`config.mk`:
```
export PLATFORM = sky130hd
export DESIGN_NAME = emmc_req_arbiter_flat
export DESIGN_NICKNAME = d
export VERILOG_FILES = /design/src/rtl/emmc_req_arbiter_if.sv /design/src/rtl/emmc_req_arbiter.sv /design/src/flat_wrapper.sv
export SDC_FILE = /design/constraint.sdc
export NUM_CORES = 1
export LEC_CHECK = 0
export ABC_CLOCK_PERIOD_IN_PS = 3820
export CAP_MARGIN = 15
export CORE_MARGIN = 1.5
export CORE_UTILIZATION = 45
export CTS_CLUSTER_DIAMETER = 50
export DETAILED_ROUTE_END_ITERATION = 8
export PLACE_DENSITY = 0.9
export SLEW_MARGIN = 20
export SYNTH_ARGS = -nofsm -noshare
export SYNTH_HDL_FRONTEND = slang
export SYNTH_SLANG_ARGS = --single-unit
```
`constraint.sdc`:
```
create_clock -name clk_core -period 3.82 [get_ports clk_core]
set_input_delay 0.764 -clock clk_core [delete_from_list [all_inputs] [get_ports clk_core]]
set_output_delay 0.764 -clock clk_core [all_outputs]
set_load 0.03 [all_outputs]
```
`src/rtl/emmc_req_arbiter_if.sv`:
```
// Request/grant bus between block-level requesters, the arbiter and the emmc_sm transaction port.
`default_nettype none

interface emmc_req_arbiter_if #(
  parameter int N_REQ     = 2,
  parameter int BLK_IDX_W = 16,
  parameter int BLK_CNT_W = 2
);
  logic [N_REQ-1:0]           req_i;
  logic [N_REQ-1:0]           req_we_i;
  logic [N_REQ*BLK_IDX_W-1:0] req_blk_idx_i;
  logic [N_REQ*BLK_CNT_W-1:0] req_blk_cnt_i;
  logic [N_REQ*8-1:0]         req_wr_dat_i;
  logic [N_REQ-1:0]           gnt_o;
  logic [N_REQ-1:0]           req_dvalid_o;
  logic [7:0]                 req_rd_dat_o;
  logic [N_REQ-1:0]           done_o;
  logic                       err_o;
  logic                       emmc_ready_i;
  logic                       emmc_dvalid_i;
  logic [7:0]                 emmc_rd_dat_i;
  logic                       emmc_start_o;
  logic                       emmc_we_o;
  logic [BLK_IDX_W-1:0]       emmc_blk_idx_o;
  logic [BLK_CNT_W-1:0]       emmc_blk_cnt_o;
  logic [7:0]                 emmc_wr_dat_o;

  modport master (
    output req_i, req_we_i, req_blk_idx_i, req_blk_cnt_i, req_wr_dat_i,
    output emmc_ready_i, emmc_dvalid_i, emmc_rd_dat_i,
    input  gnt_o, req_dvalid_o, req_rd_dat_o, done_o, err_o,
    input  emmc_start_o, emmc_we_o, emmc_blk_idx_o, emmc_blk_cnt_o, emmc_wr_dat_o
  );

  modport slave (
    input  req_i, req_we_i, req_blk_idx_i, req_blk_cnt_i, req_wr_dat_i,
    input  emmc_ready_i, emmc_dvalid_i, emmc_rd_dat_i,
    output gnt_o, req_dvalid_o, req_rd_dat_o, done_o, err_o,
    output emmc_start_o, emmc_we_o, emmc_blk_idx_o, emmc_blk_cnt_o, emmc_wr_dat_o
  );
endinterface

`default_nettype wire

```
`src/rtl/emmc_req_arbiter.sv`:
```
// Round-robin arbiter sharing one emmc_sm transaction port between N_REQ block requesters,
// with byte-count and acknowledge-timeout checking per transaction.
`default_nettype none

module emmc_req_arbiter #(
  parameter int N_REQ     = 2,
  parameter int BLK_IDX_W = 16,
  parameter int BLK_CNT_W = 2,
  parameter int ACK_TO    = 1024
) (
  input  logic              clk_core,
  input  logic              rst_tk,
  emmc_req_arbiter_if.slave bus
);

  localparam int PTR_W = (N_REQ > 1) ? $clog2(N_REQ) : 1;
  localparam int BC_W  = BLK_CNT_W + 9;
  localparam int TO_W  = $clog2(ACK_TO + 1);

  typedef enum logic [2:0] {
    IDLE     = 3'd0,
    ISSUE    = 3'd1,
    WAIT_ACK = 3'd2,
    XFER     = 3'd3,
    DONE     = 3'd4
  } state_t;

  state_t            state;
  logic [PTR_W-1:0]  rr_ptr;
  logic [PTR_W-1:0]  gnt_idx;
  logic [PTR_W-1:0]  pick_idx;
  logic              pick_vld;
  logic [BC_W-1:0]   byte_cnt;
  logic [BC_W-1:0]   byte_cnt_nxt;
  logic [TO_W-1:0]   to_cnt;
  logic              in_xfer;
  logic              cnt_bad;
  logic [BLK_CNT_W-1:0] pick_cnt;
  logic [7:0]        wr_mux;

  function automatic logic [PTR_W-1:0] wrap(input int v);
    return PTR_W'(v % N_REQ);
  endfunction

  // Walk from the highest offset down so the requester closest to rr_ptr is the last writer.
  always_comb begin
    pick_vld = 1'b0;
    pick_idx = '0;
    for (int i = N_REQ - 1; i >= 0; i--) begin
      if (bus.req_i[wrap(int'(rr_ptr) + i)]) begin
        pick_vld = 1'b1;
        pick_idx = wrap(int'(rr_ptr) + i);
      end
    end
  end

  assign pick_cnt = bus.req_blk_cnt_i[pick_idx*BLK_CNT_W +: BLK_CNT_W];

  // Strobes are honoured from WAIT_ACK onward: emmc_sm may strobe before ready visibly drops.
  assign in_xfer      = (state == WAIT_ACK) || (state == XFER);
  assign byte_cnt_nxt = (in_xfer && bus.emmc_dvalid_i && !(&byte_cnt)) ? byte_cnt + 1'b1 : byte_cnt;
  assign cnt_bad      = (byte_cnt_nxt != {bus.emmc_blk_cnt_o, 9'd0});

  assign bus.req_dvalid_o = (in_xfer && bus.emmc_dvalid_i) ? bus.gnt_o : '0;
  assign bus.req_rd_dat_o = in_xfer ? bus.emmc_rd_dat_i : 8'd0;

  always_comb begin
    wr_mux = 8'd0;
    for (int k = 0; k < N_REQ; k++) begin
      if (bus.gnt_o[k]) wr_mux = wr_mux | bus.req_wr_dat_i[k*8 +: 8];
    end
  end
  assign bus.emmc_wr_dat_o = wr_mux;

  always_ff @(posedge clk_core or posedge rst_tk) begin
    if (rst_tk) begin
      state              <= IDLE;
      rr_ptr             <= '0;
      gnt_idx            <= '0;
      byte_cnt           <= '0;
      to_cnt             <= '0;
      bus.gnt_o          <= '0;
      bus.done_o         <= '0;
      bus.err_o          <= 1'b0;
      bus.emmc_start_o   <= 1'b0;
      bus.emmc_we_o      <= 1'b0;
      bus.emmc_blk_idx_o <= '0;
      bus.emmc_blk_cnt_o <= '0;
    end else begin
      bus.emmc_start_o <= 1'b0;
      bus.done_o       <= '0;
      bus.err_o        <= 1'b0;
      case (state)
        IDLE: begin
          byte_cnt <= '0;
          to_cnt   <= '0;
          if (bus.emmc_ready_i && pick_vld) begin
            bus.gnt_o          <= {{(N_REQ-1){1'b0}}, 1'b1} << pick_idx;
            gnt_idx            <= pick_idx;
            bus.emmc_we_o      <= bus.req_we_i[pick_idx];
            bus.emmc_blk_idx_o <= bus.req_blk_idx_i[pick_idx*BLK_IDX_W +: BLK_IDX_W];
            bus.emmc_blk_cnt_o <= pick_cnt;
            if (pick_cnt == '0) begin
              bus.done_o <= {{(N_REQ-1){1'b0}}, 1'b1} << pick_idx;
              bus.err_o  <= 1'b1;
              state      <= DONE;
            end else begin
              state <= ISSUE;
            end
          end
        end
        ISSUE: begin
          bus.emmc_start_o <= 1'b1;
          state            <= WAIT_ACK;
        end
        WAIT_ACK: begin
          byte_cnt <= byte_cnt_nxt;
          to_cnt   <= to_cnt + 1'b1;
          if (!bus.emmc_ready_i) begin
            state <= XFER;
          end else if (to_cnt == TO_W'(ACK_TO - 1)) begin
            bus.done_o <= bus.gnt_o;
            bus.err_o  <= 1'b1;
            state      <= DONE;
          end
        end
        XFER: begin
          byte_cnt <= byte_cnt_nxt;
          if (bus.emmc_ready_i) begin
            bus.done_o <= bus.gnt_o;
            bus.err_o  <= cnt_bad;
            state      <= DONE;
          end
        end
        DONE: begin
          bus.gnt_o <= '0;
          rr_ptr    <= wrap(int'(gnt_idx) + 1);
          byte_cnt  <= '0;
          to_cnt    <= '0;
          state     <= IDLE;
        end
        default: state <= IDLE;
      endcase
    end
  end

endmodule

`default_nettype wire

```
`src/flat_wrapper.sv`:
```
// flat-port wrapper written by rule: the top's interface ports become plain ports
module emmc_req_arbiter_flat 
#(
  parameter int N_REQ     = 2,
  parameter int BLK_IDX_W = 16,
  parameter int BLK_CNT_W = 2,
  parameter int ACK_TO    = 1024
)
  (clk_core, rst_tk, bus_req_i, bus_req_we_i, bus_req_blk_idx_i, bus_req_blk_cnt_i, bus_req_wr_dat_i, bus_emmc_ready_i, bus_emmc_dvalid_i, bus_emmc_rd_dat_i, bus_gnt_o, bus_req_dvalid_o, bus_req_rd_dat_o, bus_done_o, bus_err_o, bus_emmc_start_o, bus_emmc_we_o, bus_emmc_blk_idx_o, bus_emmc_blk_cnt_o, bus_emmc_wr_dat_o);
  emmc_req_arbiter_if #(.N_REQ(N_REQ), .BLK_IDX_W(BLK_IDX_W), .BLK_CNT_W(BLK_CNT_W)) bus_i ();
  input  logic clk_core;
  input  logic rst_tk;
  input wire logic [$bits(bus_i.req_i)-1:0] bus_req_i;
  input wire logic [$bits(bus_i.req_we_i)-1:0] bus_req_we_i;
  input wire logic [$bits(bus_i.req_blk_idx_i)-1:0] bus_req_blk_idx_i;
  input wire logic [$bits(bus_i.req_blk_cnt_i)-1:0] bus_req_blk_cnt_i;
  input wire logic [$bits(bus_i.req_wr_dat_i)-1:0] bus_req_wr_dat_i;
  input wire logic [$bits(bus_i.emmc_ready_i)-1:0] bus_emmc_ready_i;
  input wire logic [$bits(bus_i.emmc_dvalid_i)-1:0] bus_emmc_dvalid_i;
  input wire logic [$bits(bus_i.emmc_rd_dat_i)-1:0] bus_emmc_rd_dat_i;
  output wire logic [$bits(bus_i.gnt_o)-1:0] bus_gnt_o;
  output wire logic [$bits(bus_i.req_dvalid_o)-1:0] bus_req_dvalid_o;
  output wire logic [$bits(bus_i.req_rd_dat_o)-1:0] bus_req_rd_dat_o;
  output wire logic [$bits(bus_i.done_o)-1:0] bus_done_o;
  output wire logic [$bits(bus_i.err_o)-1:0] bus_err_o;
  output wire logic [$bits(bus_i.emmc_start_o)-1:0] bus_emmc_start_o;
  output wire logic [$bits(bus_i.emmc_we_o)-1:0] bus_emmc_we_o;
  output wire logic [$bits(bus_i.emmc_blk_idx_o)-1:0] bus_emmc_blk_idx_o;
  output wire logic [$bits(bus_i.emmc_blk_cnt_o)-1:0] bus_emmc_blk_cnt_o;
  output wire logic [$bits(bus_i.emmc_wr_dat_o)-1:0] bus_emmc_wr_dat_o;
  assign bus_i.req_i = bus_req_i;
  assign bus_i.req_we_i = bus_req_we_i;
  assign bus_i.req_blk_idx_i = bus_req_blk_idx_i;
  assign bus_i.req_blk_cnt_i = bus_req_blk_cnt_i;
  assign bus_i.req_wr_dat_i = bus_req_wr_dat_i;
  assign bus_i.emmc_ready_i = bus_emmc_ready_i;
  assign bus_i.emmc_dvalid_i = bus_emmc_dvalid_i;
  assign bus_i.emmc_rd_dat_i = bus_emmc_rd_dat_i;
  assign bus_gnt_o = bus_i.gnt_o;
  assign bus_req_dvalid_o = bus_i.req_dvalid_o;
  assign bus_req_rd_dat_o = bus_i.req_rd_dat_o;
  assign bus_done_o = bus_i.done_o;
  assign bus_err_o = bus_i.err_o;
  assign bus_emmc_start_o = bus_i.emmc_start_o;
  assign bus_emmc_we_o = bus_i.emmc_we_o;
  assign bus_emmc_blk_idx_o = bus_i.emmc_blk_idx_o;
  assign bus_emmc_blk_cnt_o = bus_i.emmc_blk_cnt_o;
  assign bus_emmc_wr_dat_o = bus_i.emmc_wr_dat_o;
  emmc_req_arbiter #(.N_REQ(N_REQ), .BLK_IDX_W(BLK_IDX_W), .BLK_CNT_W(BLK_CNT_W), .ACK_TO(ACK_TO)) u_core (.clk_core(clk_core), .rst_tk(rst_tk), .bus(bus_i));
endmodule
```
Word-level counts from Yosys, hierarchy flattened. Cells that the tools add are included.

Equal/unequal tests: 9. Reductions and logical operators: 16. Add/sub/neg operators: 4. Order comparisons: 3. Shifts and indexed selects: 3. Bitwise gates (word level): 1. Muxes and demuxes: 38.

Operators by type and width (number): 11-bit case mux with 2 select lines (2); 32-bit by 6-bit indexed part select with 16-bit output (1); 8-bit two-way mux (3); 11-bit by 1-bit adder with 11-bit output (second input constant) (2); 1-bit two-way mux (16); 3-bit two-way mux (5); 2-bit two-way mux (7); 3-bit case mux with 4 select lines (1); 11-bit by 10-bit == test with 1-bit output (second input constant) (1); 11-bit two-way mux (1); 11-bit inequality test (1); 11-bit AND reduction (1); 8-bit bitwise OR (1); 3-bit by 2-bit == test with 1-bit output (second input constant) (2); 1-bit by 2-bit < comparator with 1-bit output (second input constant) (3); 2-bit case mux with 3 select lines (1); 2-bit nonzero test (3); 2-bit case mux with 2 select lines (1); 2-bit AND reduction (2); 2-bit OR reduction (2); 4-bit by 3-bit indexed part select with 2-bit output (1); 3-bit by 1-bit == test with 1-bit output (second input constant) (1); 3-bit == test (second input constant) (1); 1-bit logical AND (3); 11 further kinds (12).

Output and inout bits: 43. Input bits: 68. Register bits after elaboration: 52. Logic and storage cells: 86.

Longest topological paths before layout. Gate-level depths: netlist of run 1.

Depth in word-level cells: 10. Gate-level depth with buffers: 8.

Least setup slack after synthesis of run 1. No wires, ideal clock.

Kind: reg2reg. From: register u_core.byte_cnt[1]. To: register u_core.bus.err_o. Path buffers: 0. Setup slack: 1540 ps. Data required time: 3696 ps. Period minus slack after synthesis: 2280 ps. Arrival time: 2156 ps. Cell stages (with the launch flop): 8. Cells stage by stage: dfrtp_1 ha_1 nand2_1 or4_1 nand2_2 mux2_2 a211o_1 o31a_1.

Longest elaborated chain between the ends: 7. Elaborated cells between the ends (all ways): 8. Those cells by class: add/sub: 1; eq/ne: 1; mux: 3; reduce/logical: 3.

Ends and longest elaborated chain: from (decl) (RTL line emmc_req_arbiter.sv:33) `logic [BC_W-1:0] byte_cnt;`; from (signal assigned) (RTL line emmc_req_arbiter.sv:117) `byte_cnt <= byte_cnt_nxt;`; from (signal assigned) (RTL line emmc_req_arbiter.sv:128) `byte_cnt <= byte_cnt_nxt;`; parallel branches: the longest is 3 deep, another holds 11-bit by 1-bit adder with 11-bit output; 11-bit two-way mux (*) (RTL line emmc_req_arbiter.sv:61) `assign byte_cnt_nxt = (in_xfer && bus.emmc_dvalid_i && !(&byte_cnt)) ? byte_cnt + 1'b1 : byte_cnt;`; 11-bit inequality test (*) (RTL line emmc_req_arbiter.sv:62) `assign cnt_bad = (byte_cnt_nxt != {bus.emmc_blk_cnt_o, 9'd0});`; 1-bit two-way mux (*) (RTL line emmc_req_arbiter.sv:129) `if (bus.emmc_ready_i) begin`; 1-bit case mux with 3 select lines (*) (RTL line emmc_req_arbiter.sv:93) `case (state)`; to (signal assigned) (RTL line emmc_req_arbiter.sv:131) `bus.err_o <= cnt_bad;`; to (decl) (RTL line emmc_req_arbiter_if.sv:38) `output gnt_o, req_dvalid_o, req_rd_dat_o, done_o, err_o,`.

Mark *: on every way between the ends. A chain may end at the register's enable or synchronous reset.

Final worst setup path of run 1.
From: input bus_emmc_dvalid_i. To: output bus_req_dvalid_o[1].

Longest elaborated chain between the ends: 2.

Ends and longest elaborated chain: from (decl) (RTL line flat_wrapper.sv:19) `input wire logic [$bits(bus_i.emmc_dvalid_i)-1:0] bus_emmc_dvalid_i;`; 1-bit logical AND (RTL line emmc_req_arbiter.sv:64) `assign bus.req_dvalid_o = (in_xfer && bus.emmc_dvalid_i) ? bus.gnt_o : '0;`; 2-bit two-way mux (RTL line emmc_req_arbiter.sv:64); to (decl) (RTL line flat_wrapper.sv:22) `output wire logic [$bits(bus_i.req_dvalid_o)-1:0] bus_req_dvalid_o;`.

Every way passes these cells.

==> results.yml, run 1 <==
sta:
  max_slew_margin: 0.410
  rsz0062_at_grt: "false"
  hold_violations: 0
  setup_viol: 0
  post-route-period-util: 0.867
  worstMarginPinSlew_ns: 0.883
  fin_skew_ns: 0.00399
  fmax_mhz: 302
  setup_tns_ns: 0
  fin_crit_ns: 3.31
  drv_slew: 0
critical_path:
  path_buf_inv: 2
  crit_arrival_ns: 2.55
  cp-start-kind: "primary input"
  critPathTopFamily: "buffers and inverters"
  critPathKind: "primary input to output port"
  critPathSlowestCell: "clkdlybuf4s50_1"
  path_common_cell: "clkdlybuf4s50_1"
  slowest_delay_ns: 0.67
  path_cells: "clkdlybuf4s50_1, and3b_1, and2_1, clkdlybuf4s50_1"
  crit_required_ns: 3.06
  setup.worst_path.end_class: "output port"
  critical_path_peak_fanout: 7
grt:
  overflow: 0
  grt_pass1_vias: 2709
  grt_util_all_layers: 0.218
  grt_pass1_wl_um: 12400
  grt_max_degree: 53
  antenna_found_initial: 0
route:
  num_vias: 2692
  dr.pass1.iters: 4
  routed_via_density: 5.44
  detail-route-antenna-nets: 0
  routedWlPerCell_um: 14.9
  drc_errors: 0
  wirelength_um: 7390
  drt_iter0_markers: 116
floorplan:
  fp.dieW_um: 83.3
  die_area_um2: 6940
  rows: 29
  die_y_um: 83.3
  start_util: 0.462
  ios: 111
  coreArea_um2: 6280
synth:
  postSynth.asyncResetShare: 1.00
  synthTopCellsByCount: "dfrtp_1, nor2_1, nand2_1"
  syn_nets: 391
  ys_ff_latch: 52
  synth_ff_type: "dfrtp_1"
  synth_most_common_cell: "dfrtp_1"
  synthTopCellsByArea: "dfrtp_1, mux2i_1, nor2_1"
  ys_warn_count: 0
  syn_avg_cell_area_um2: 9.04
  netlist_area_um2: 2900
  syn_inst: 321
  yosysTopAreaCell: "dfrtp_1"
  synth_cell_types: 39
  seq_area_frac_synth: 0.448
  yosys.area.top_type_share: 0.448
  synth_edf_count: 0
clock_network:
  worst_skew_pair.late_latency_ns: 0.31
  cts.clk_slew.worst_paths_ns: 0.09
  cts_inserted_buffers: 5
  tritoncts: "yes"
  cts_hold_buf: 0
  clock-sinks: 52
  clockBufferDepth: 2
  root_buffer: "clkbuf_8"
  cts_resized: 0
  post_cts_buffers: 0
  htree_levels: 2
layout:
  fillers: 477
  antennaDiodeCount: 0
  drive_gt1_frac: 0.0455
  nets: 488
  area_delta_synth_final_pct: 43.1
placement:
  place_hpwl_um: 5550
  gp_congestion: 0.986
  io_buffers: 110
outcome:
  status: "complete, no violations"
job:
  drv_cap: 0
hold_path:
  hp-class: "flip-flop to flip-flop"
power:
  p_total_mw: 2.75
  ir_drop_v: 0.000590
  power_density_nw_per_um2: 662
  power_leakage_nw: 1.74
## layer usage
metal	share of wire	vias up	global-route usage
met4	0.014	0	0.0712
met2	0.49	117	0.370
met1	0.40	1264	0.255
met5	0	-	0
li1	-	1301	-
met3	0.094	10	0.0785
## state kept, by name (all words and copies together), names as in the netlist
register	count
u_core.bus.emmc_blk_idx_o	16
u_core.byte_cnt	11
u_core.to_cnt	11
u_core.state	3
u_core.bus.done_o	2
u_core.bus.emmc_blk_cnt_o	2
u_core.bus.gnt_o	2
u_core.bus.emmc_start_o	1
u_core.bus.emmc_we_o	1
u_core.bus.err_o	1
u_core.gnt_idx	1
u_core.rr_ptr	1
## metrics by stage
stage | utilization | hold WS [ns] | setup slack [ns] | cell area [um^2] | cells
3_5_place_dp | 0.641 | 0.476 | 0.537 | 4020 | 488
6_report | 0.662 | 0.481 | 0.508 | 4150 | 495
5_1_grt | 0.662 | 0.517 | 0.458 | 4150 | 495
2_1_floorplan | - | 0.437 | 1.54 | 2900 | 321
3_3_place_gp | 0.641 | 0.449 | 0.574 | 4020 | 488
4_1_cts | 0.661 | 0.489 | 0.517 | 4150 | 495
## power breakdown
part | total, mW | internal [mW] | leakage, nW | switching, mW
combinational | 1.43 | 0.602 | 1.02 | 0.823
sequential | 0.881 | 0.711 | 0.655 | 0.171
clock | 0.441 | 0.258 | 0.0642 | 0.183
## worst reg2reg max path, delay by kind of cell (launching register included)
kind / cells / cell delay (ns)
DFF: 1 / 0.53
adders and majority gates: 1 / 0.25
AOI/OAI and AO/OA: 2 / 0.50
muxes: 1 / 0.37
and+or+nand+nor: 3 / 0.90
## layout by cell type (no fill, tap or decap), drive strengths merged, types with 2 or more instances in the layout
cell | synthesis | final
or2 | 3 | 3
clkbuf | 11 | 5
clkdlybuf4s50 | 0 | 110
ha | 2 | 2
nand3 | 10 | 10
nor2 | 38 | 38
nand4 | 6 | 6
nand2 | 37 | 37
nand2b | 4 | 4
xor2 | 4 | 4
xnor2 | 11 | 11
buf | 11 | 2
nor4 | 2 | 2
a211o | 2 | 2
nor2b | 3 | 3
nor3 | 9 | 9
bufinv | 0 | 2
nor3b | 2 | 2
a21oi | 26 | 26
o31ai | 3 | 3
and2 | 11 | 11
inv | 5 | 4
o21ai | 19 | 19
and3 | 2 | 2
mux2i | 25 | 25
a22o | 12 | 12
or3 | 2 | 2
dfrtp | 52 | 52
## cell families after synthesis
group / Yosys count / share of synthesized area
simple gates: 131 / 0.218
compound gates: 68 / 0.150
flops: 52 / 0.448
buf+inv: 27 / 0.0397
mux: 26 / 0.0901
xor+xnor: 15 / 0.0453
fa+ha+maj: 2 / 0.00862
## path summary, 6_finish.rpt
| path | startpoint | to | slack (ns) | cells after the start |
|---|---|---|---|---|
| max | bus_emmc_dvalid_i | bus_req_dvalid_o[1] | 0.51 | 4 |
| min | u_core.gnt_idx | u_core.rr_ptr | 0.48 | 1 |
| max reg2reg | u_core.byte_cnt[0] | u_core.bus.err_o | 1.17 | 7 |
| min reg2reg | u_core.gnt_idx | u_core.rr_ptr | 0.48 | 1 |
| max in group asynchronous | rst_tk | u_core.byte_cnt[1] | 2.37 | 2 |
| min in group asynchronous | rst_tk | u_core.bus.emmc_blk_idx_o[1] | 0.93 | 2 |
## area by class of cell
class / count / area [um^2] / share of cell area
inverter: 5 / 20.0 / 0.00482
clock buffer: 5 / 68.8 / 0.0166
tap: 77 / 96.3 / 0.0232
clock inverter: 2 / 60.1 / 0.0145
sequential: 52 / 1300 / 0.313
timing repair buffer: 112 / 1120 / 0.269
multi-input combinational: 242 / 1490 / 0.359
No activity file was read; power rests on OpenSTA's default activity.
==> run 2: changes to the inputs <==
Settings changed: CAP_MARGIN 15 to 20.
==> results of run 2 <==
Same layout as run 1: the final DEF is identical, and so are final timing and power.
